**config.mk**
```make
export PLATFORM = sky130hd
export DESIGN_NAME = elastic_pipereg
export DESIGN_NICKNAME = d
export VERILOG_FILES = /design/src/rtl/fp_pkg.sv /design/src/rtl/pipe_stage.sv /design/src/rtl/elastic_pipereg.sv
export SDC_FILE = /design/constraint.sdc
export NUM_CORES = 1
export LEC_CHECK = 0
export BUFFER_PORTS_ARGS = -buffer_cell sky130_fd_sc_hd__buf_2
export CELL_PAD_IN_SITES_DETAIL_PLACEMENT = 1
export CELL_PAD_IN_SITES_GLOBAL_PLACEMENT = 2
export CORE_ASPECT_RATIO = 0.8
export CORE_MARGIN = 2
export CORE_UTILIZATION = 37
export CTS_CLUSTER_DIAMETER = 30
export DETAILED_ROUTE_END_ITERATION = 8
export GPL_ROUTABILITY_DRIVEN = 0
export PLACE_DENSITY = 0.85
export REMOVE_ABC_BUFFERS = 1
export SYNTH_ARGS = -nofsm -noshare
export SYNTH_HDL_FRONTEND = slang
export SYNTH_SLANG_ARGS = --single-unit
```
**constraint.sdc**
```tcl
create_clock -name clk -period 1.5 [get_ports clk]
set_input_delay 0.3 -clock clk [delete_from_list [all_inputs] [get_ports clk]]
set_output_delay 0.3 -clock clk [all_outputs]
set_load 0.01 [all_outputs]
```
**src/rtl/fp_pkg.sv**
```systemverilog
// Shared constants and helpers for the fp32mult datapath and its pipeline registers.
package fp_pkg;

  localparam int unsigned FP32_W = 32;

  // Ceiling log2 for elaboration-time width calculations.
  function automatic int unsigned clog2(input int unsigned v);
    int unsigned r;
    r = 0;
    for (int unsigned i = 0; i < 32; i++) begin
      if ((64'd1 << i) < 64'(v)) r = i + 1;
    end
    return r;
  endfunction

endpackage

```
**src/rtl/pipe_stage.sv**
```systemverilog
// One data+valid pipeline register; load wins over clear, data only moves on load.
module pipe_stage #(
  parameter int unsigned WIDTH = 32
) (
  input  logic             clk,
  input  logic             rst_n,
  input  logic             load_i,
  input  logic             clear_i,
  input  logic [WIDTH-1:0] data_i,
  output logic [WIDTH-1:0] data_o,
  output logic             vld_o,
  output logic             vld_d_o
);

  logic [WIDTH-1:0] data_q, data_d;
  logic             vld_q, vld_d;

  // Next-state: capture on load, drop valid on clear, otherwise hold.
  always_comb begin
    data_d = data_q;
    vld_d  = vld_q;
    if (load_i) begin
      data_d = data_i;
      vld_d  = 1'b1;
    end else if (clear_i) begin
      vld_d = 1'b0;
    end
  end

  // State register with asynchronous clear.
  always_ff @(posedge clk or negedge rst_n) begin
    if (!rst_n) begin
      data_q <= '0;
      vld_q  <= 1'b0;
    end else begin
      data_q <= data_d;
      vld_q  <= vld_d;
    end
  end

  assign data_o  = data_q;
  assign vld_o   = vld_q;
  assign vld_d_o = vld_d;

endmodule

```
**src/rtl/elastic_pipereg.sv**
```systemverilog
// Elastic valid/ready register chain with bubble collapse, global stall and flush.
module elastic_pipereg
  import fp_pkg::*;
#(
  parameter int unsigned WIDTH  = FP32_W,
  parameter int unsigned STAGES = 3,
  parameter int unsigned CNT_W  = clog2(STAGES + 1)
) (
  input  logic             clk,
  input  logic             rst,
  input  logic             en,
  input  logic             clr,
  input  logic [WIDTH-1:0] in_data,
  input  logic             in_valid,
  output logic             in_ready,
  output logic [WIDTH-1:0] out_data,
  output logic             out_valid,
  input  logic             out_ready,
  output logic [CNT_W-1:0] occupancy
);

  logic [WIDTH-1:0]  data_q [STAGES];
  logic [STAGES-1:0] vld_q;
  logic [STAGES-1:0] vld_d;
  logic [STAGES-1:0] adv;
  logic [STAGES-1:0] load;
  logic [STAGES-1:0] clear;
  logic              move;
  logic              flush;
  logic [CNT_W-1:0]  occ_q, occ_d;

  // Advance chain from the output back, then per-stage load/clear strobes.
  always_comb begin
    adv      = '0;
    load     = '0;
    clear    = '0;
    move     = en & ~clr;
    flush    = en & clr;
    in_ready = 1'b0;

    adv[STAGES-1] = out_ready;
    for (int i = int'(STAGES) - 2; i >= 0; i--) begin
      adv[i] = ~vld_q[i+1] | adv[i+1];
    end

    in_ready = move & rst & (~vld_q[0] | adv[0]);
    load[0]  = in_valid & in_ready;
    for (int i = 1; i < int'(STAGES); i++) begin
      load[i] = move & (~vld_q[i] | adv[i]) & vld_q[i-1];
    end

    for (int i = 0; i < int'(STAGES); i++) begin
      clear[i] = flush | (move & adv[i] & ~load[i]);
    end
  end

  // Register stages; stage 0 takes the upstream payload, the rest take their predecessor.
  for (genvar g = 0; g < int'(STAGES); g++) begin : g_stage
    logic [WIDTH-1:0] stage_in;
    if (g == 0) begin : g_head
      assign stage_in = in_data;
    end else begin : g_body
      assign stage_in = data_q[g-1];
    end

    pipe_stage #(
      .WIDTH(WIDTH)
    ) u_stage (
      .clk     (clk),
      .rst_n   (rst),
      .load_i  (load[g]),
      .clear_i (clear[g]),
      .data_i  (stage_in),
      .data_o  (data_q[g]),
      .vld_o   (vld_q[g]),
      .vld_d_o (vld_d[g])
    );
  end

  // Occupancy tracks the popcount of the valid bits as they will be after this edge.
  always_comb begin
    occ_d = '0;
    for (int i = 0; i < int'(STAGES); i++) begin
      occ_d = occ_d + CNT_W'(vld_d[i]);
    end
  end

  // Occupancy register.
  always_ff @(posedge clk or negedge rst) begin
    if (!rst) begin
      occ_q <= '0;
    end else begin
      occ_q <= occ_d;
    end
  end

  assign occupancy = occ_q;
  assign out_data  = data_q[STAGES-1];
  assign out_valid = en & ~clr & vld_q[STAGES-1];

endmodule

```
# Yosys cells after proc, flatten, opt, wreduce, memory -nomap -nowiden
# Cells that the tools add are included.
[totals] regBits=101 in_bits=38 elab_cells=42
[classes] n_bitwise=27 muxes=6 addsub=2
[ops] operator="1-bit AND" n=14
[ops] operator="1-bit inverter" n=7
[ops] operator="1-bit 2-to-1 mux" n=6
[ops] operator="1-bit bitwise OR" n=6
[ops] operator="1-bit by 1-bit adder with 2-bit output" n=1
[ops] operator="2-bit by 1-bit adder with 2-bit output" n=1

# Logic depth before layout (Yosys ltp)
# Gate-level depths: netlist of run 1.
[depth] ltp_word=13 depth_mapped=6

# Cells and area by module
# From an unflattened synthesis of run 1, not the netlist that was laid out.
[unflattened] cells_unflattened=234 area_unflattened_um2=4315.4
[modules_own_cells] mod="pipe_stage" cells_per_inst=71 area_each_um2=1377.6 n_inst=3 seq_area_each_um2=825.8
[modules_own_cells] mod="elastic_pipereg" cells_per_inst=21 area_each_um2=182.7 n_inst=1 seq_area_each_um2=50.0

# Worst setup path before layout of run 1
# Ideal clock, no wire load.
[synth_timing] path_kind="flip-flop to flip-flop" startpoint="reg g_stage[2].u_stage.vld_q" endpoint="reg occ_q[0], in the netlist occupancy[0]" arrival_time_ps=1484 t_required_ps=1386 setup_time_ps=114 path_stages_with_launch=6 setup_slack_ps=-98 path_cell_list="dfrtp_1 -> and2b_4 -> nand3_1 -> o221a_2 -> fa_1 -> inv_1"
[synth_between] elab_chain_len=13 elab_cells_between_ends=27 cone_classes="2 x add/sub; 6 x mux; 19 x bitwise"
[synth_rtl] item="start: declaration" line="pipe_stage.sv:16" source="logic vld_q, vld_d;"
[synth_rtl] item="start signal: assignment" line="pipe_stage.sv:37" source="vld_q <= vld_d;"
[synth_rtl] item="1-bit inverter" line="elastic_pipereg.sv:43, elastic_pipereg.sv:49"
[synth_rtl] item="1-bit bitwise OR (2 in a row)" line="elastic_pipereg.sv:43, elastic_pipereg.sv:49"
[synth_rtl] item="1-bit bitwise OR" line="elastic_pipereg.sv:46" source="in_ready = move & rst & (~vld_q[0] | adv[0]);"
[synth_rtl] item="1-bit AND" line="elastic_pipereg.sv:46"
[synth_rtl] item="1-bit AND" line="elastic_pipereg.sv:47" source="load[0] = in_valid & in_ready;"
[synth_rtl] item="1-bit inverter" line="elastic_pipereg.sv:53" source="clear[i] = flush | (move & adv[i] & ~load[i]);"
[synth_rtl] item="1-bit AND" line="elastic_pipereg.sv:53"
[synth_rtl] item="1-bit bitwise OR" line="elastic_pipereg.sv:53"
[synth_rtl] item="1-bit 2-to-1 mux" line="pipe_stage.sv:25" source="end else if (clear_i) begin"
[synth_rtl] item="1-bit 2-to-1 mux" line="pipe_stage.sv:22" source="if (load_i) begin"
[synth_rtl] item="1-bit by 1-bit adder with 2-bit output" line="elastic_pipereg.sv:84" source="occ_d = occ_d + CNT_W'(vld_d[i]);"
[synth_rtl] item="2-bit by 1-bit adder with 2-bit output (*)" line="elastic_pipereg.sv:84"
[synth_rtl] item="via occ_d[0]" line="elastic_pipereg.sv:30" source="logic [CNT_W-1:0] occ_q, occ_d;"
[synth_rtl] item="end signal: assignment" line="elastic_pipereg.sv:91" source="occ_q <= '0;"
[synth_rtl] item="end signal: assignment" line="elastic_pipereg.sv:93" source="occ_q <= occ_d;"
[synth_rtl] item="end: declaration" line="elastic_pipereg.sv:30"
# Mark *: on every way through the listed nets, which the timed path passes. The rest lies on a longest branch.
# A chain may end at the register's enable or synchronous reset.

# Worst setup path in the final report of run 1
[layout_timing] startpoint="reg g_stage[2].u_stage.vld_q" endpoint="reg g_stage[2].u_stage.data_q[16]"
[layout_between] elab_chain_len=4
[layout_rtl] item="1-bit inverter" line="elastic_pipereg.sv:49" source="load[i] = move & (~vld_q[i] | adv[i]) & vld_q[i-1];"
[layout_rtl] item="1-bit bitwise OR" line="elastic_pipereg.sv:49"
[layout_rtl] item="1-bit AND (2 in a row)" line="elastic_pipereg.sv:49"
[layout_rtl] item="end signal: assignment" line="pipe_stage.sv:36" source="data_q <= data_d;"
[layout_rtl] item="end: declaration" line="pipe_stage.sv:15" source="logic [WIDTH-1:0] data_q, data_d;"
# No other way between the ends.

==> impl_metrics.prom, run 1 <==
# TYPE chip_impl_metric gauge
chip_impl_metric{name="setup_viol",unit=""} 81
chip_impl_metric{name="powerDensity",unit="nW/um^2"} 1450
chip_impl_metric{name="drcViolationCount",unit=""} 0
chip_impl_metric{name="io_buffers",unit=""} 73
chip_impl_metric{name="slew-limit-headroom",unit=""} 0.632
chip_impl_metric{name="detail_route.wl_per_cell",unit="um"} 18.2
chip_impl_metric{name="htree_levels",unit=""} 3
chip_impl_metric{name="viasPerCell",unit=""} 4.68
chip_impl_metric{name="largest_net_degree_at_the_start_of_global_routing",unit=""} 102
chip_impl_metric{name="finalWorstPathRequiredPeriod",unit="ps"} 1630
chip_impl_metric{name="clock-sinks",unit=""} 101
chip_impl_metric{name="cap_violations",unit=""} 0
chip_impl_metric{name="insertedDiodeCount",unit=""} 0
chip_impl_metric{name="peakVddDrop",unit="V"} 0.000563
chip_impl_metric{name="synth_area",unit="um^2"} 4230
chip_impl_metric{name="area.sequential",unit="um^2"} 2530
chip_impl_metric{name="cts_made_buffers",unit=""} 9
chip_impl_metric{name="tightest_slew",unit="ps"} 552
chip_impl_metric{name="netlist_instances",unit=""} 234
chip_impl_metric{name="switching_share",unit=""} 0.241
chip_impl_info{name="criticalPathCategory",value="register to register"} 1
chip_impl_metric{name="yosysWarningCount",unit=""} 0
chip_impl_metric{name="multi_input_comb_area",unit="um^2"} 1670
chip_impl_metric{name="yosys_register_bits",unit=""} 101
chip_impl_metric{name="placed_cells",unit=""} 457
chip_impl_metric{name="finalWorstSetupSlack",unit="ps"} -133
chip_impl_metric{name="synth.yosys.seq_area_share",unit=""} 0.598
chip_impl_metric{name="total_power",unit="uW"} 8000
chip_impl_metric{name="design.core.area",unit="um^2"} 11000
chip_impl_metric{name="intPower",unit="uW"} 6080
chip_impl_metric{name="dieArea",unit="um^2"} 12300
chip_impl_metric{name="fin_crit_sh",unit=""} 1.09
chip_impl_metric{name="filler_cell_count",unit=""} 1079
chip_impl_metric{name="share_comb_of_total_power",unit=""} 0.205
chip_impl_metric{name="initial_standard_cell_utilization_of_the_core",unit=""} 0.384
chip_impl_info{name="ys_top_cells_by_area",value="sky130_fd_sc_hd__dfrtp_1, sky130_fd_sc_hd__mux2_4, sky130_fd_sc_hd__mux2_2"} 1
chip_impl_info{name="layout.cells.most_common",value="sky130_fd_sc_hd__dfrtp_1"} 1
chip_impl_metric{name="die_height",unit="um"} 99.6
chip_impl_metric{name="clk_pin_slew_worst_paths",unit="ps"} 70
chip_impl_metric{name="maxSlewViolCount",unit=""} 0
chip_impl_metric{name="synth.avg_cell_area",unit="um^2"} 18.1
chip_impl_info{name="unrepaired_setup_endpoints_after_global_routing",value="true"} 1
chip_impl_info{name="final_cell_mix",value="sky130_fd_sc_hd__dfrtp_1, sky130_fd_sc_hd__mux2_4, sky130_fd_sc_hd__buf_2"} 1
chip_impl_metric{name="achievable-frequency",unit="MHz"} 612
chip_impl_metric{name="number_of_global_route_vias_before_repair",unit=""} 2588
chip_impl_metric{name="totalNegativeSetupSlack",unit="ps"} -7350
chip_impl_metric{name="post_route_cells_drive_above_1_share",unit=""} 0.674
chip_impl_info{name="worstSetupEndpointType",value="register"} 1
chip_impl_metric{name="cts_hold_repair.buffers",unit=""} 0
chip_impl_info{name="tritoncts_clock_tree",value="built"} 1
chip_impl_info{name="critical_path.startpoint_type",value="register"} 1
chip_impl_info{name="failed_checks",value="setup timing"} 1
chip_impl_metric{name="power.sequential.fraction",unit=""} 0.481
chip_impl_metric{name="area_delta_synth_final",unit="%"} 30.3
chip_impl_metric{name="worst_ep_required_time",unit="ps"} 1720
chip_impl_info{name="path_type_of_the_worst_min_delay_path",value="input pin to asynchronous set/reset pin"} 1
chip_impl_metric{name="clock_insertion_delay_worst_skew",unit="ps"} 340
chip_impl_metric{name="grt-ovfl-total",unit=""} 0
chip_impl_metric{name="dp.final_hpwl",unit="mm"} 5.39
chip_impl_info{name="netlist.top_cell.by_area",value="sky130_fd_sc_hd__dfrtp_1"} 1
chip_impl_metric{name="totalWireLength",unit="mm"} 8.76
chip_impl_metric{name="dr.pass1.iters",unit=""} 4
chip_impl_metric{name="groute.usage.overall",unit=""} 0.152
chip_impl_metric{name="power_switching",unit="uW"} 1930
chip_impl_metric{name="timing.clock.skew",unit="ps"} 7.37
chip_impl_metric{name="post-synth-top-area-fraction",unit=""} 0.598
chip_impl_metric{name="synthDistinctLibCells",unit=""} 25
chip_impl_metric{name="grt_pass1_wl",unit="mm"} 14.1
chip_impl_metric{name="number_of_antenna_violations_at_the_first_check_in_global_routing",unit=""} 0
chip_impl_metric{name="crit_fanout",unit=""} 14
chip_impl_metric{name="drtAntennaViolNets",unit=""} 0
chip_impl_metric{name="num_rows",unit=""} 34
chip_impl_metric{name="finalNetCount",unit=""} 371
chip_impl_info{name="outcome",value="finished, violations left"} 1
chip_impl_metric{name="clkPwrFrac",unit=""} 0.314
chip_impl_metric{name="io_pins",unit=""} 74
chip_impl_metric{name="crit_arrival",unit="ps"} 1850
chip_impl_metric{name="drtIter0Drc",unit=""} 72
chip_impl_info{name="clk_root_buffer_cell",value="sky130_fd_sc_hd__clkbuf_16"} 1
chip_impl_metric{name="timing_hold_violations_final",unit=""} 0
chip_impl_metric{name="final-instance-count-excl-fill",unit=""} 481
chip_impl_metric{name="worst_hold_slack_after_final_layout",unit="ps"} 167
chip_impl_metric{name="num_vias",unit=""} 2249
chip_impl_metric{name="pleak",unit="uW"} 0.00272
chip_impl_metric{name="die_w",unit="um"} 124
chip_impl_metric{name="cts-root-to-sink-buffers",unit=""} 2
==> final cells by class <==
class                   instances  share of cell area
flip-flops and latches        101               0.459
clock inverters                 5              0.0152
multi-input cells             116               0.303
inverters                       5             0.00341
clock buffers                  11              0.0441
well taps                     144              0.0327
repair buffers                 99               0.143
==> worst paths after layout <==
| kind | start | end | slack (ps) | depth (start not counted) |
|---|---|---|---|---|
| hold / removal | rst | g_stage[0].u_stage.data_o[1] | 170 | 3 |
| hold reg to reg | g_stage[1].u_stage.data_o[23] | g_stage[2].u_stage.data_o[23] | 500 | 1 |
| min in group clk | in_data[28] | g_stage[0].u_stage.data_o[28] | 190 | 2 |
| setup / recovery | g_stage[2].u_stage.vld_o | g_stage[2].u_stage.data_o[16] | -130 | 5 |
| max in group asynchronous | rst | g_stage[2].u_stage.data_o[7] | 890 | 3 |
| setup reg to reg | g_stage[2].u_stage.vld_o | g_stage[2].u_stage.data_o[16] | -130 | 5 |
==> cell usage after synthesis <==
cell                        number
sky130_fd_sc_hd__a21o_2          1
sky130_fd_sc_hd__a21oi_1         3
sky130_fd_sc_hd__a2bb2oi_1       1
sky130_fd_sc_hd__a31oi_4         1
sky130_fd_sc_hd__and2b_4         1
sky130_fd_sc_hd__and3_1          2
sky130_fd_sc_hd__and3b_1         1
sky130_fd_sc_hd__buf_12          6
sky130_fd_sc_hd__buf_2           1
sky130_fd_sc_hd__buf_6           5
sky130_fd_sc_hd__dfrtp_1       101
sky130_fd_sc_hd__fa_1            1
sky130_fd_sc_hd__inv_1           5
sky130_fd_sc_hd__mux2_1          2
sky130_fd_sc_hd__mux2_2         34
sky130_fd_sc_hd__mux2_4         60
sky130_fd_sc_hd__nand2_1         1
sky130_fd_sc_hd__nand3_1         1
sky130_fd_sc_hd__nand3b_2        1
sky130_fd_sc_hd__nand4b_4        1
sky130_fd_sc_hd__nor2b_4         1
sky130_fd_sc_hd__nor3_1          1
sky130_fd_sc_hd__o221a_2         1
sky130_fd_sc_hd__o221ai_1        1
sky130_fd_sc_hd__o22ai_1         1
==> through the flow <==
step / utilization / instance area [um^2] / worst slack [ps]
6_report: 0.500 / 5510 / -133
5_1_grt: 0.500 / 5510 / -175
4_1_cts: 0.496 / 5470 / -127
3_5_place_dp: 0.437 / 4820 / -207
3_3_place_gp: 0.437 / 4820 / -179
2_1_floorplan: - / 4050 / -922
==> worst max-delay path: stages (launching register included) <==
cell	delay, ps
sky130_fd_sc_hd__dfrtp_1	380
sky130_fd_sc_hd__and2b_4	180
sky130_fd_sc_hd__buf_6	120
sky130_fd_sc_hd__and3b_2	320
sky130_fd_sc_hd__buf_12	190
sky130_fd_sc_hd__mux2_4	310
==> sequential cells by signal, summed over array words and instances (netlist names) <==
signal	flops
g_stage.u_stage.vld_o	3
occupancy	2
g_stage.u_stage.data_o	96
==> kinds of logic (layout without fill, tap and decap cells) <==
| kind of cell | after synthesis | count (layout) | share of synthesized area |
|---|---|---|---|
| AOI/OAI and AO/OA | 9 | 9 | 0.0189 |
| adders and majority gates | 1 | 1 | 0.00474 |
| DFF | 101 | 101 | 0.598 |
| buffers and inverters | 17 | 120 | 0.0474 |
| and+or+nand+nor | 10 | 10 | 0.0222 |
| muxes | 96 | 96 | 0.309 |
==> what timing repair did <==
item / CTS / global route
pin swaps: 2 / 0
buffers inserted: 3 / 0
gates resized for setup: 46 / 5
gates cloned: 4 / 1
endpoints found under the setup margin: 71 / 98
==> per-layer routing <==
metal  routed length, um  global-route usage
met4                  63              0.0367
met5                   0                   0
met2                4330               0.242
met3                 348              0.0464
met1                4020               0.204
==> power by group through the flow <==
stage,combinational [uW],clock [uW],sequential [uW]
floorplan,945,0,3850
global placement,1430,0,3840
detailed placement,1480,0,3890
CTS,1660,2580,3850
global route,1760,2690,3950
finish,1640,2520,3850
Power figures use the tool's default switching activity.
==> run 2, diff against run 1 <==
Settings changed: CORE_UTILIZATION 37 to 40, PLACE_DENSITY 0.85 to 0.87, TNS_END_PERCENT set to 20.
Clock period 1.5 ns to 1.55 ns, I/O delays scaled along.
==> run 2 against run 1 <==
The run still ends with setup timing left. Largest power group unchanged. Sequential share of layout area grew 2.4 points. Die area shrank 7.2%. Via count is essentially flat. Design area shrank 5.0%. Fmax shrank 0.25%. Critical path type unchanged. Global-route usage grew 0.89 points. Total power shrank 8.0%.
==> impl_metrics.prom, run 2 (synthesis results as in run 1) <==
# TYPE chip_impl_metric gauge
chip_impl_info{name="final_cell_mix",value="sky130_fd_sc_hd__dfrtp_1, sky130_fd_sc_hd__mux2_4, sky130_fd_sc_hd__buf_2"} 1
chip_impl_metric{name="crit_arrival",unit="ps"} 1870
chip_impl_info{name="unrepaired_setup_endpoints_after_global_routing",value="true"} 1
chip_impl_metric{name="filler_cell_count",unit=""} 1015
chip_impl_metric{name="critical_path.max_stage_delay",unit="ps"} 380
chip_impl_metric{name="die_height",unit="um"} 96.0
chip_impl_metric{name="viasPerCell",unit=""} 4.78
chip_impl_metric{name="cts-root-to-sink-buffers",unit=""} 2
chip_impl_metric{name="design.core.area",unit="um^2"} 10300
chip_impl_metric{name="pleak",unit="uW"} 0.00260
chip_impl_metric{name="finalWorstSetupSlack",unit="ps"} -86.9
chip_impl_metric{name="grt-ovfl-total",unit=""} 0
chip_impl_metric{name="maxSlewViolCount",unit=""} 0
chip_impl_metric{name="largest_net_degree_at_the_start_of_global_routing",unit=""} 102
chip_impl_info{name="clk_root_buffer_cell",value="sky130_fd_sc_hd__clkbuf_16"} 1
chip_impl_metric{name="achievable-frequency",unit="MHz"} 611
chip_impl_metric{name="clk_pin_slew_worst_paths",unit="ps"} 70
chip_impl_info{name="r2r-end",value="g_stage[2].u_stage.data_o[28]"} 1
chip_impl_metric{name="multi_input_comb_area",unit="um^2"} 1610
chip_impl_metric{name="setup_viol",unit=""} 62
chip_impl_metric{name="insertedDiodeCount",unit=""} 0
chip_impl_metric{name="total_power",unit="uW"} 7370
chip_impl_metric{name="groute.usage.overall",unit=""} 0.161
chip_impl_metric{name="powerDensity",unit="nW/um^2"} 1410
chip_impl_metric{name="worst_hold_slack_after_final_layout",unit="ps"} 177
chip_impl_metric{name="htree_levels",unit=""} 3
chip_impl_metric{name="finalNetCount",unit=""} 364
chip_impl_metric{name="crit_fanout",unit=""} 13
chip_impl_metric{name="drtIter0Drc",unit=""} 52
chip_impl_metric{name="cap_violations",unit=""} 0
chip_impl_info{name="critical_path.cell_chain",value="and2b_4, buf_6, and3b_2, buf_12, mux2_4"} 1
chip_impl_metric{name="initial_standard_cell_utilization_of_the_core",unit=""} 0.411
chip_impl_info{name="crit_path_top_delay_cell",value="sky130_fd_sc_hd__dfrtp_1"} 1
chip_impl_metric{name="cts_made_buffers",unit=""} 9
chip_impl_metric{name="number_of_antenna_violations_at_the_first_check_in_global_routing",unit=""} 1
chip_impl_metric{name="totalNegativeSetupSlack",unit="ps"} -3730
chip_impl_metric{name="dr.pass1.iters",unit=""} 4
chip_impl_info{name="tritoncts_clock_tree",value="built"} 1
chip_impl_info{name="critical_path.startpoint_type",value="register"} 1
chip_impl_info{name="path_type_of_the_worst_min_delay_path",value="input pin to asynchronous set/reset pin"} 1
chip_impl_metric{name="grt_pass1_wl",unit="mm"} 13.6
chip_impl_info{name="worstSetupEndpointType",value="register"} 1
chip_impl_metric{name="cts_hold_repair.buffers",unit=""} 0
chip_impl_metric{name="num_rows",unit=""} 33
chip_impl_metric{name="drcViolationCount",unit=""} 0
chip_impl_metric{name="area_delta_synth_final",unit="%"} 23.8
chip_impl_metric{name="largest_reg_flops",unit=""} 96
chip_impl_metric{name="clock_insertion_delay_worst_skew",unit="ps"} 340
chip_impl_info{name="failed_checks",value="setup timing"} 1
chip_impl_metric{name="tightest_slew",unit="ps"} 535
chip_impl_metric{name="area.sequential",unit="um^2"} 2530
chip_impl_metric{name="timing.clock.skew",unit="ps"} 6.94
chip_impl_metric{name="post_route_cells_drive_above_1_share",unit=""} 0.652
chip_impl_metric{name="totalWireLength",unit="mm"} 8.40
chip_impl_metric{name="detail_route.wl_per_cell",unit="um"} 17.9
chip_impl_metric{name="timing_hold_violations_final",unit=""} 0
chip_impl_metric{name="slack_of_the_worst_reg_to_reg_path",unit="ps"} -90
chip_impl_metric{name="r2r.worst_path.cells",unit=""} 5
chip_impl_metric{name="io_pins",unit=""} 74
chip_impl_info{name="layout.cells.most_common",value="sky130_fd_sc_hd__dfrtp_1"} 1
chip_impl_metric{name="clock-sinks",unit=""} 101
chip_impl_metric{name="finalWorstPathRequiredPeriod",unit="ps"} 1640
chip_impl_info{name="outcome",value="finished, violations left"} 1
chip_impl_metric{name="dieArea",unit="um^2"} 11400
chip_impl_metric{name="slew-limit-headroom",unit=""} 0.643
chip_impl_metric{name="peakVddDrop",unit="V"} 0.000608
chip_impl_metric{name="num_vias",unit=""} 2248
chip_impl_info{name="setup.worst_path.start",value="g_stage[2].u_stage.vld_o"} 1
chip_impl_info{name="criticalPathCategory",value="register to register"} 1
chip_impl_metric{name="die_w",unit="um"} 119
chip_impl_metric{name="worst_ep_required_time",unit="ps"} 1780
chip_impl_metric{name="io_buffers",unit=""} 73
chip_impl_metric{name="dp.final_hpwl",unit="mm"} 5.57
chip_impl_info{name="worst_r2r_startpoint",value="g_stage[2].u_stage.vld_o"} 1
chip_impl_metric{name="fin_crit_sh",unit=""} 1.06
chip_impl_info{name="setup.worst_path.end",value="g_stage[2].u_stage.data_o[28]"} 1
chip_impl_metric{name="number_of_global_route_vias_before_repair",unit=""} 2541
chip_impl_metric{name="drtAntennaViolNets",unit=""} 0
[run 2: layer usage]
layer	up-vias	part of all wire	global-route usage
li1	1010	-	-
met1	1166	0.47	0.215
met2	59	0.46	0.246
met3	13	0.055	0.0604
met4	0	0.013	0.0506
met5	-	0	0
[run 2: worst min path at each step]
stage                     slack [ps]                            end                           from
after floorplan                   10   g_stage[0].u_stage.data_o[0]                            rst
after global placement           470  g_stage[0].u_stage.data_o[24]  g_stage[0].u_stage.data_o[24]
after detailed placement         480  g_stage[0].u_stage.data_o[23]  g_stage[0].u_stage.data_o[23]
after CTS                        170  g_stage[0].u_stage.data_o[23]                    in_data[23]
after global routing             180  g_stage[0].u_stage.data_o[24]                    in_data[24]
final                            180       g_stage[0].u_stage.vld_o                            rst
[run 2: final cells by class]
class,instances,area share
clock buffer,14,0.0523
timing repair buffer,92,0.118
inverter,5,0.00359
multi-input combinational,116,0.307
clock inverter,2,0.00311
tap,140,0.0335
sequential,101,0.483
[run 2: through the flow]
step                instance area (um^2)  utilization  worst slack, ps  cells
floorplan                           4050            -             -872    222
global placement                    4810        0.468             -177    452
detailed placement                  4810        0.468             -204    452
CTS                                 5180        0.504            -82.8    469
global route                        5240        0.509             -140    470
finish                              5240        0.509            -86.9    470
[run 2: timing repair]
action | CTS | global route
pin swaps | 2 | 3
cloned | 0 | 0
buffers inserted | 1 | 3
resized for setup | 20 | 8
setup endpoints to repair | 66 | 99
[run 2: critical path: cells and delay by family, from the launching register on]
| kind | cells | cell delay, ps |
|---|---|---|
| buffers and inverters | 2 | 310 |
| DFF | 1 | 380 |
| muxes | 1 | 310 |
| and+or+nand+nor | 2 | 510 |
[run 2: power breakdown]
group | total [uW] | switching [uW] | internal [uW]
combinational | 1480 | 474 | 1010
clock | 2160 | 940 | 1220
sequential | 3720 | 401 | 3320
==> run 3, diff against run 2 <==
Settings changed: CORE_MARGIN 2 to 5.
==> run 3 against run 2 <==
The run still ends with setup timing left. Clock skew shrank 1.1 ps. First-iteration DRC count grew 110%. Die area grew 12%. Global-route usage shrank 2.2 points. Non-clock buffer count shrank 6. Design area shrank 0.60%. Combinational power is essentially flat. Register-to-register slack is essentially flat. Utilization shrank 0.30 points. Critical path type unchanged.
==> impl_metrics.prom, run 3 (synthesis results as in run 1) <==
# TYPE chip_impl_metric gauge
chip_impl_metric{name="crit_fanout",unit=""} 18
chip_impl_info{name="worst_r2r_startpoint",value="g_stage[2].u_stage.vld_o"} 1
chip_impl_metric{name="clk_pin_slew_worst_paths",unit="ps"} 70
chip_impl_metric{name="cts_made_buffers",unit=""} 9
chip_impl_metric{name="io_buffers",unit=""} 73
chip_impl_metric{name="totalWireLength",unit="mm"} 8.38
chip_impl_metric{name="drtAntennaViolNets",unit=""} 0
chip_impl_info{name="outcome",value="finished, violations left"} 1
chip_impl_metric{name="initial_standard_cell_utilization_of_the_core",unit=""} 0.411
chip_impl_metric{name="achievable-frequency",unit="MHz"} 610
chip_impl_info{name="clk_root_buffer_cell",value="sky130_fd_sc_hd__clkbuf_16"} 1
chip_impl_info{name="r2r-end",value="g_stage[0].u_stage.data_o[27]"} 1
chip_impl_metric{name="timing_hold_violations_final",unit=""} 0
chip_impl_metric{name="cts-root-to-sink-buffers",unit=""} 2
chip_impl_info{name="critical_path.cell_chain",value="and2b_4, buf_4, a31oi_4, buf_12, mux2_2"} 1
chip_impl_info{name="criticalPathCategory",value="register to register"} 1
chip_impl_metric{name="pleak",unit="uW"} 0.00258
chip_impl_info{name="worstSetupEndpointType",value="register"} 1
chip_impl_metric{name="num_rows",unit=""} 33
chip_impl_metric{name="num_vias",unit=""} 2200
chip_impl_metric{name="io_pins",unit=""} 74
chip_impl_info{name="layout.cells.most_common",value="sky130_fd_sc_hd__dfrtp_1"} 1
chip_impl_metric{name="dr.pass1.iters",unit=""} 4
chip_impl_metric{name="groute.usage.overall",unit=""} 0.139
chip_impl_metric{name="area.sequential",unit="um^2"} 2530
chip_impl_metric{name="design.core.area",unit="um^2"} 10300
chip_impl_metric{name="worst_hold_slack_after_final_layout",unit="ps"} 99.9
chip_impl_metric{name="dp.final_hpwl",unit="mm"} 5.54
chip_impl_metric{name="clock_insertion_delay_worst_skew",unit="ps"} 340
chip_impl_metric{name="number_of_global_route_vias_before_repair",unit=""} 2546
chip_impl_metric{name="post_route_cells_drive_above_1_share",unit=""} 0.653
chip_impl_metric{name="total_power",unit="uW"} 7480
chip_impl_metric{name="r2r.worst_path.cells",unit=""} 5
chip_impl_metric{name="clock-sinks",unit=""} 101
chip_impl_metric{name="finalNetCount",unit=""} 358
chip_impl_metric{name="area_delta_synth_final",unit="%"} 23.1
chip_impl_metric{name="peakVddDrop",unit="V"} 0.000675
chip_impl_metric{name="cap_violations",unit=""} 0
chip_impl_info{name="failed_checks",value="setup timing"} 1
chip_impl_metric{name="filler_cell_count",unit=""} 1015
chip_impl_metric{name="detail_route.wl_per_cell",unit="um"} 18.1
chip_impl_metric{name="slew-limit-headroom",unit=""} 0.647
chip_impl_metric{name="tightest_slew",unit="ps"} 529
chip_impl_metric{name="finalWorstSetupSlack",unit="ps"} -89.6
chip_impl_metric{name="die_w",unit="um"} 125
chip_impl_metric{name="largest_net_degree_at_the_start_of_global_routing",unit=""} 102
chip_impl_metric{name="slack_of_the_worst_reg_to_reg_path",unit="ps"} -90
chip_impl_info{name="path_type_of_the_worst_min_delay_path",value="input pin to asynchronous set/reset pin"} 1
chip_impl_info{name="final_cell_mix",value="sky130_fd_sc_hd__dfrtp_1, sky130_fd_sc_hd__mux2_4, sky130_fd_sc_hd__buf_2"} 1
chip_impl_metric{name="maxSlewViolCount",unit=""} 0
chip_impl_info{name="critical_path.startpoint_type",value="register"} 1
chip_impl_metric{name="dieArea",unit="um^2"} 12700
chip_impl_metric{name="drtIter0Drc",unit=""} 111
chip_impl_metric{name="die_height",unit="um"} 102
chip_impl_metric{name="largest_reg_flops",unit=""} 96
chip_impl_metric{name="number_of_antenna_violations_at_the_first_check_in_global_routing",unit=""} 1
chip_impl_metric{name="insertedDiodeCount",unit=""} 0
chip_impl_info{name="crit_path_top_delay_cell",value="sky130_fd_sc_hd__dfrtp_1"} 1
chip_impl_metric{name="multi_input_comb_area",unit="um^2"} 1620
chip_impl_metric{name="viasPerCell",unit=""} 4.75
chip_impl_metric{name="htree_levels",unit=""} 3
chip_impl_metric{name="drcViolationCount",unit=""} 0
chip_impl_metric{name="finalCoreUtilization",unit=""} 0.506
chip_impl_metric{name="worst_ep_required_time",unit="ps"} 1770
chip_impl_metric{name="timing.clock.skew",unit="ps"} 5.82
chip_impl_metric{name="critical_path.max_stage_delay",unit="ps"} 380
chip_impl_metric{name="cts_hold_repair.buffers",unit=""} 0
chip_impl_metric{name="crit_arrival",unit="ps"} 1860
chip_impl_metric{name="grt_pass1_wl",unit="mm"} 13.8
chip_impl_metric{name="grt-ovfl-total",unit=""} 0
chip_impl_metric{name="powerDensity",unit="nW/um^2"} 1440
chip_impl_metric{name="finalWorstPathRequiredPeriod",unit="ps"} 1640
chip_impl_metric{name="setup_viol",unit=""} 65
chip_impl_info{name="tritoncts_clock_tree",value="built"} 1
chip_impl_metric{name="fin_crit_sh",unit=""} 1.06
chip_impl_info{name="unrepaired_setup_endpoints_after_global_routing",value="true"} 1
-- run 3: changes by cell type in the layout (fill, tap and decap cells not counted), sizes merged --
| cell | previous run | this run |
|---|---|---|
| buf | 92 | 86 |
| bufinv | 0 | 1 |
| inv | 5 | 6 |
| clkbuf | 14 | 10 |
| clkinv | 1 | 2 |
-- run 3: stage by stage --
| step | TNS [ps] | cell area [um^2] | instances | setup slack [ps] |
|---|---|---|---|---|
| global route | -7010 | 5200 | 463 | -145 |
| global placement | -5890 | 4770 | 447 | -140 |
| floorplan | -55290 | 4050 | 222 | -872 |
| CTS | -4440 | 5180 | 462 | -112 |
| detailed placement | -8390 | 4770 | 447 | -195 |
| finish | -3800 | 5200 | 463 | -89.6 |
-- run 3: cell type report --
type / instances / area share
clock inverters: 5 / 0.0115
flip-flops and latches: 101 / 0.486
repair buffers: 86 / 0.108
well taps: 140 / 0.0337
clock buffers: 10 / 0.0459
multi-input cells: 116 / 0.311
inverters: 5 / 0.00361
-- run 3: how the worst max path moves through the flow --
stage,slack [ps],to,startpoint
5_1_grt,-150,in_ready,g_stage[2].u_stage.vld_o
3_5_place_dp,-200,occupancy[0],out_ready
6_report,-90,g_stage[0].u_stage.data_o[27],g_stage[2].u_stage.vld_o
3_3_place_gp,-140,occupancy[0],out_ready
2_1_floorplan,-870,g_stage[2].u_stage.data_o[0],g_stage[2].u_stage.vld_o
4_1_cts,-110,in_ready,g_stage[2].u_stage.vld_o
-- run 3: metal layers --
metal	vias to the layer above	routed length, um	GRT usage
met2	58	3780	0.208
li1	987	-	-
met1	1139	4040	0.193
met5	-	7	0
met4	2	114	0.0425
met3	14	433	0.0470
-- run 3: power by group --
part / switching [uW] / internal (uW)
Combinational: 470 / 1030
Sequential: 408 / 3320
Clock: 955 / 1290
-- run 3: repair_timing --
action | in CTS | in global routing
setup buffers | 0 | 1
setup endpoints to repair | 66 | 79
gates resized for setup | 27 | 6
-- run 3: worst max-delay path, delay by kind of cell, from the launching register on --
kind	cells	cell delay (ps)
DFF	1	380
buffers and inverters	2	360
muxes	1	350
AOI/OAI and AO/OA	1	250
and+or+nand+nor	1	170
